===== src/rtl/mci_wdt.sv =====
// Two-stage cascaded watchdog: timer1 expiry pulses an error; timer2 (cascaded or independent) raises sticky NMI.
// Latency: timeout pulse/status one cycle after cnt reaches period; no backpressure, every input sampled each cycle.
module mci_wdt #(
  parameter int unsigned TIMEOUT_W = 64
) (
  input  logic                 clk,
  input  logic                 rst_b,
  input  logic                 dbg_halt,
  input  logic                 t1_en,
  input  logic                 t1_restart,
  input  logic [TIMEOUT_W-1:0] t1_period,
  input  logic                 t2_en,
  input  logic                 t2_restart,
  input  logic [TIMEOUT_W-1:0] t2_period,
  input  logic                 t1_sts_clr,
  input  logic                 t2_sts_clr,
  output logic [TIMEOUT_W-1:0] t1_cnt,
  output logic [TIMEOUT_W-1:0] t2_cnt,
  output logic                 t1_timeout_p,
  output logic                 t2_timeout_p,
  output logic                 t1_timeout_sts,
  output logic                 t2_timeout_sts,
  output logic                 nmi_o
);

  logic [TIMEOUT_W-1:0] t1_cnt_q, t1_cnt_d;
  logic [TIMEOUT_W-1:0] t2_cnt_q, t2_cnt_d;
  logic                 t1_p_q, t1_p_d;
  logic                 t2_p_q, t2_p_d;
  logic                 t1_sts_q, t1_sts_d;
  logic                 t2_sts_q, t2_sts_d;
  logic                 nmi_q, nmi_d;
  logic                 t2_run;

  always_comb begin
    t1_cnt_d = t1_cnt_q;
    t1_p_d   = 1'b0;
    if (!t1_en || t1_restart) begin
      t1_cnt_d = '0;
    end else if (!dbg_halt) begin
      // Compare before increment so an all-ones period never wraps the counter.
      if (t1_cnt_q >= t1_period) begin
        t1_cnt_d = '0;
        t1_p_d   = 1'b1;
      end else begin
        t1_cnt_d = t1_cnt_q + TIMEOUT_W'(1);
      end
    end
    t1_sts_d = t1_p_d | (t1_sts_q & ~t1_sts_clr);
  end

  // Cascade drops out in the same cycle the W1C lands, so timer2 reads 0 on the next cycle.
  assign t2_run = t2_en | (t1_en & t1_sts_q & t1_sts_d);

  always_comb begin
    t2_cnt_d = t2_cnt_q;
    t2_p_d   = 1'b0;
    if (!t2_run || t2_restart) begin
      t2_cnt_d = '0;
    end else if (!dbg_halt) begin
      if (t2_cnt_q >= t2_period) begin
        t2_cnt_d = '0;
        t2_p_d   = 1'b1;
      end else begin
        t2_cnt_d = t2_cnt_q + TIMEOUT_W'(1);
      end
    end
    t2_sts_d = t2_p_d | (t2_sts_q & ~t2_sts_clr);
    nmi_d    = nmi_q | t2_p_d;
  end

  always_ff @(posedge clk or negedge rst_b) begin
    if (!rst_b) begin
      t1_cnt_q <= '0;
      t2_cnt_q <= '0;
      t1_p_q   <= 1'b0;
      t2_p_q   <= 1'b0;
      t1_sts_q <= 1'b0;
      t2_sts_q <= 1'b0;
      nmi_q    <= 1'b0;
    end else begin
      t1_cnt_q <= t1_cnt_d;
      t2_cnt_q <= t2_cnt_d;
      t1_p_q   <= t1_p_d;
      t2_p_q   <= t2_p_d;
      t1_sts_q <= t1_sts_d;
      t2_sts_q <= t2_sts_d;
      nmi_q    <= nmi_d;
    end
  end

  assign t1_cnt         = t1_cnt_q;
  assign t2_cnt         = t2_cnt_q;
  assign t1_timeout_p   = t1_p_q;
  assign t2_timeout_p   = t2_p_q;
  assign t1_timeout_sts = t1_sts_q;
  assign t2_timeout_sts = t2_sts_q;
  assign nmi_o          = nmi_q;

endmodule


===== config.mk =====
export PLATFORM = sky130hd
export DESIGN_NAME = mci_wdt
export DESIGN_NICKNAME = d
export VERILOG_FILES = /design/src/rtl/mci_wdt.sv
export SDC_FILE = /design/constraint.sdc
export NUM_CORES = 1
export LEC_CHECK = 0
export CORE_ASPECT_RATIO = 0.7
export CORE_UTILIZATION = 35
export DETAILED_ROUTE_END_ITERATION = 10
export PLACE_DENSITY = 0.73
export SYNTH_ARGS = -nofsm -noshare
export SYNTH_HDL_FRONTEND = slang
export SYNTH_SLANG_ARGS = --single-unit

===== constraint.sdc =====
create_clock -name clk -period 4.1 [get_ports clk]
set_clock_uncertainty 0.1 [all_clocks]
set_input_delay 1.025 -clock clk [delete_from_list [all_inputs] [get_ports clk]]
set_output_delay 1.025 -clock clk [all_outputs]
set_load 0.01 [all_outputs]

# Word-level counts from Yosys, hierarchy flattened
# Index checks and enable logic that the tools add are counted.
# totals
inputBits	137
out_inout_bits	133
mem_bits_rw	0
wordCells	39
register_bits	133
memories	0
latch_bits	0
romBits	0
# op_classes
add_sub_neg	2
div_mod_pow	0
shift	0
muxes	12
magnitude_cmp	2
reduce_logical	4
eq_ne	2
mul	0
bitwise	10
# op_table
op	count
$mux 64	6
$add 64x1->64 const B	2
$ge 64x64->1	2
$mux 1	6
$and 1x1->1	4
$ne 2x1->1 const B	2
$or 1x1->1	4
$logic_not 1->1	2
$logic_or 1x1->1	2
$not 1->1	2

# Logic depth before layout (Yosys ltp)
# depth
ltp_word	11
ltp_mapped	12
mapped_depth_nobuf	10

# Least setup slack after synthesis
# Ideal clock, no wire load.
# synth_path
kind	input -> register
start	in t1_period[62]
end	reg t1_cnt_q[41], in the netlist t1_cnt[41]
arrival_time_ns	3.177
setup_ns	0.118
path_buffers	2
setup_slack_ns	0.705
required_time_ns	3.882
stages	12
path_cell_list	inv_1 ha_1 nand4_1 nor4_2 nand2_1 o41ai_1 a211oi_2 nand3_1 buf_2 buf_2 o21ai_0 a21o_1
# synth_via
elab_chain_cells	4
# synth_lines
element	line_no	rtl
from (decl)	11	input logic [TIMEOUT_W-1:0] t1_period,
$ge 64x64->1	42	if (t1_cnt_q >= t1_period) begin
$mux 64	42	
$mux 64	40	end else if (!dbg_halt) begin
$mux 64	38	if (!t1_en || t1_restart) begin
to (signal assigned)	82	t1_cnt_q <= t1_cnt_d;
to (decl)	26	logic [TIMEOUT_W-1:0] t1_cnt_q, t1_cnt_d;
# No other way between the ends. The select of a mux whose other input is x is not followed.
# A chain may end at the register's enable or synchronous reset.

# Worst setup path in the final report
# layout_path
start	in t1_period[57]
end	reg t1_cnt_q[31], in the netlist t1_cnt[31]
# Same word-level chain as after synthesis.

==> summary.md <==
The run finished, with violations left. The final reports fail on DRC. The tools report the post-layout utilization of the core as 49.4%. For this design, the sink count on the clock tree is 133. The tools report the maximum level of the CTS H-tree as 4. The number of global-route vias before repair is 9728, and the worst-case headroom to the max-slew limit is 54.5%.

Counting instances, the worst hold path has a depth of 2. The floorplan step set the die width to 207 microns. The worst setup path is launched from an input port. Dividing the detail-routed wire length by the instance count gives 16.4 microns. For the net count after synthesis, the log shows 1492.

In the final layout, the share of cells above drive strength 1 is 6.72%. The filler cell count in the final layout was 2722. In the post-synthesis netlist, the biggest area contributors are dfrtp_1, ha_1, inv_1, nor2_1, nand2_1.

Number of buffers added by the clock tree synthesis step: 17. The count of nets left with antenna violations once routing finished came out at 0. Across the run, the number of max-cap violations was 0.

The number of slew-limit violations in the final report was 0. After detailed routing, the number of remaining DRC violations is 13. In this run the worst path has a maximum fanout of 30. After detailed routing, the number of vias per cell comes to 5.20.

For this run, the register share of the synthesized area comes to 32.5%. Number of antenna violations at the first check in global routing: 2. Pin placement for this block handled 270 I/O pins.

The met2 track demand over resource in global routing was 33.0%; the post-CTS setup buffer count was 0. Worst-case clock buffer depth: 2. Entering global routing, the biggest net connects 71 pins.

Data on the critical path is required at its endpoint by 4.34 ns. The first global-routing pass estimated 50300 microns of wire. The top cell type's share of synthesized area works out to 32.5%.

The total power divided by cell area is 228 nW/um^2, and the total global-route track usage is 21.0%. For the initial core utilization, the log shows 35.6%. The run gives 0 as the total of endpoints with negative setup slack in the final report. The proportion of synthesized flip-flops having asynchronous set or reset is 100%, and the worst setup margin is 0.261 ns. Main flop type after synthesis: dfrtp_1. The synthesis warning total is 0, and the post-cts sizing count is 0. The logs give 29.3% for the met1 routing resource usage after global routing and 1786 for the net total in the final layout. The classification of the worst-slack hold path is flop to flop.

The cell sitting at the root of the clock tree is a clkbuf_16. The worst-case IR drop observed on VDD is 0.000212 V. The tools report the clock latency on the worst-skew pair as 0.42 ns. Setup repair after global routing left no endpoint under its margin.

For the number of core rows, the log shows 52. TritonCTS built the clock tree. For the met3 layer usage reported by global route, the log shows 3.75%.

The peak-usage layer in the global routing report was met2. The post-synthesis to final-layout area growth is 38.8%, and the minimum period implied by the final worst setup slack is 3.84 ns. Final worst-path cycle share: 93.6%.

The final RePlAce weighted congestion came out at 0.900. For the number of vias in the routed layout, the log shows 9930. For the number of hold buffers added after cts, the log shows 0.

For the post-synthesis cell count, the log shows 1225. The logs give 24300 microns for the sum of net half-perimeters after detailed placement and 9 for the count of TritonRoute iterations in the first routing pass. The cell taking the most area after synthesis is dfrtp_1. The leakage dissipation came out at 6.70 nW. The die span in y is 145 microns, and the area enclosed by the die boundary is 30000 sq um. The logs give 3.24 mW for the sum of internal, switching and leakage power and 31300 microns for the wire length reported by the detailed router. Clock-pin slew was measured on the worst setup and hold paths at 0.06 ns. For the pin with the worst max-slew slack, the measured transition is 0.683 ns. The synthesized netlist contains 73 unique library cells. STA classifies the critical path endpoint as a flop.

The area taken by flip-flops and latches was 3330 sq um; the number of flip-flops and latches in the synthesized netlist was 133. The tools report the area of the core as 28800 sq um. The area of the mapped netlist was 10300 sq um; the average cell area after synthesis was 8.37 sq um. The number of port buffers works out to 269. Based on the critical path, the design can be clocked at up to 260 MHz.

At the worst endpoint, the arrival time is 4.08 ns. The number of enable-type register cells in the synthesized netlist was 0; the cell count of the worst reg-to-reg path was 11. Remaining global-route overflow: 0. The detailed router finished its first iteration with 596 violations.

The logs give 0 for the number of hold violations in the final report and 6190 sq um for the area used by multi-input combinational logic. The run gives -0.150 ns as the post-place setup slack. The category of the most critical setup path was input port to flop.
## cells by family (layout without fill, tap and decap cells)
group	after synthesis	after routing	share of synthesized area (%)
other cells	0	1	0
simple gates	487	487	25.3
flops	133	133	32.5
mux	1	1	0.0976
fa+ha+maj	130	130	15.9
compound gates	224	224	13.7
xor+xnor	61	61	5.21
buf+inv	189	496	7.33
## cells in the mapped netlist (3+ instances only)
master	n
inv_1	158
nand2b_1	8
nand2_1	100
nor2_1	120
nand4_1	37
nor4_4	3
or4_1	3
nand3_1	67
a31oi_1	12
ha_1	130
o21ai_0	53
and4_1	13
clkbuf_1	13
o211ai_1	4
or3_1	23
and3_1	17
buf_6	3
a221oi_1	6
a21o_1	36
nor3_1	27
nor3b_1	8
xor2_1	30
or2_2	3
and3_2	4
nand3_4	3
a211oi_1	3
nand3b_1	3
nor2b_1	5
o21a_1	8
and2_1	6
o211a_1	3
nor4_1	18
xnor2_1	31
buf_2	13
dfrtp_1	133
a21oi_1	73
## sequential cells by signal (all words and copies together) (netlist names)
signal          count
t1_timeout_p        1
t1_cnt             64
nmi_o               1
t2_timeout_sts      1
t2_cnt             64
t2_timeout_p        1
t1_timeout_sts      1
## cell type report
type                            count  area share (%)
Timing Repair Buffer              306            21.4
Clock buffer                       17            2.99
Sequential cell                   133            23.4
Inverter                          158            4.17
Multi-Input combinational cell    903            43.5
Clock inverter                     15            1.27
Tap cell                          378            3.32
Antenna cell                        1          0.0176
## final timing paths
path / endpoint / from / slack (ns)
setup / recovery: t1_cnt[31] / t1_period[57] / 0.26
hold / removal: nmi_o / nmi_o / 0.36
setup reg to reg: t1_cnt[31] / t1_cnt[57] / 0.89
hold reg to reg: nmi_o / nmi_o / 0.36
max in group asynchronous: t1_cnt[15] / rst_b / 2.53
min in group asynchronous: t2_cnt[45] / rst_b / 0.50
## placed cells by master (no fill, tap or decap), drive strengths merged, types with 31 or more instances in the layout
cell,Yosys,final
nor2,122,122
nand3,70,70
clkdlybuf4s50,0,268
a21oi,73,73
dfrtp,133,133
o21ai,53,53
nand4,40,40
nand2,101,101
xnor2,31,31
inv,158,169
a21o,36,36
buf,18,38
ha,130,130
## power by group
part	leakage, nW	internal (mW)	switching, mW
clock	0.299	0.879	0.697
sequential	1.85	1.31	0.00488
combinational	4.55	0.188	0.160
total	6.70	2.38	0.863
## worst max-delay path, cell delays in order
cell and delay [ns]:
clkdlybuf4s50_1 0.45, inv_1 0.05, ha_1 0.32, a21oi_1 0.13, o21ai_0 0.14, a221oi_1 0.41
buf_4 0.19, o41ai_1 0.08, a211oi_2 0.38, nand3_2 0.24, buf_12 0.22, or3_1 0.34
nand3_1 0.09
## routing by layer
metal	vias to the layer above	wire length [microns]
li1	4884	-
met1	4736	14700
met2	274	14200
met3	34	1830
met4	2	524
met5	-	13
## metrics by stage
step	hold WS, ns	instance area [sq um]	TNS (ns)	std cells
floorplan	0.403	10300	0	1225
detailed placement	0.353	13600	-12.16	1878
finish	0.363	14200	0	1911
global route	0.376	14200	0	1911
CTS	0.369	14200	0	1910
global placement	0.356	13600	-6.50	1878
Power figures use the tool's default switching activity.
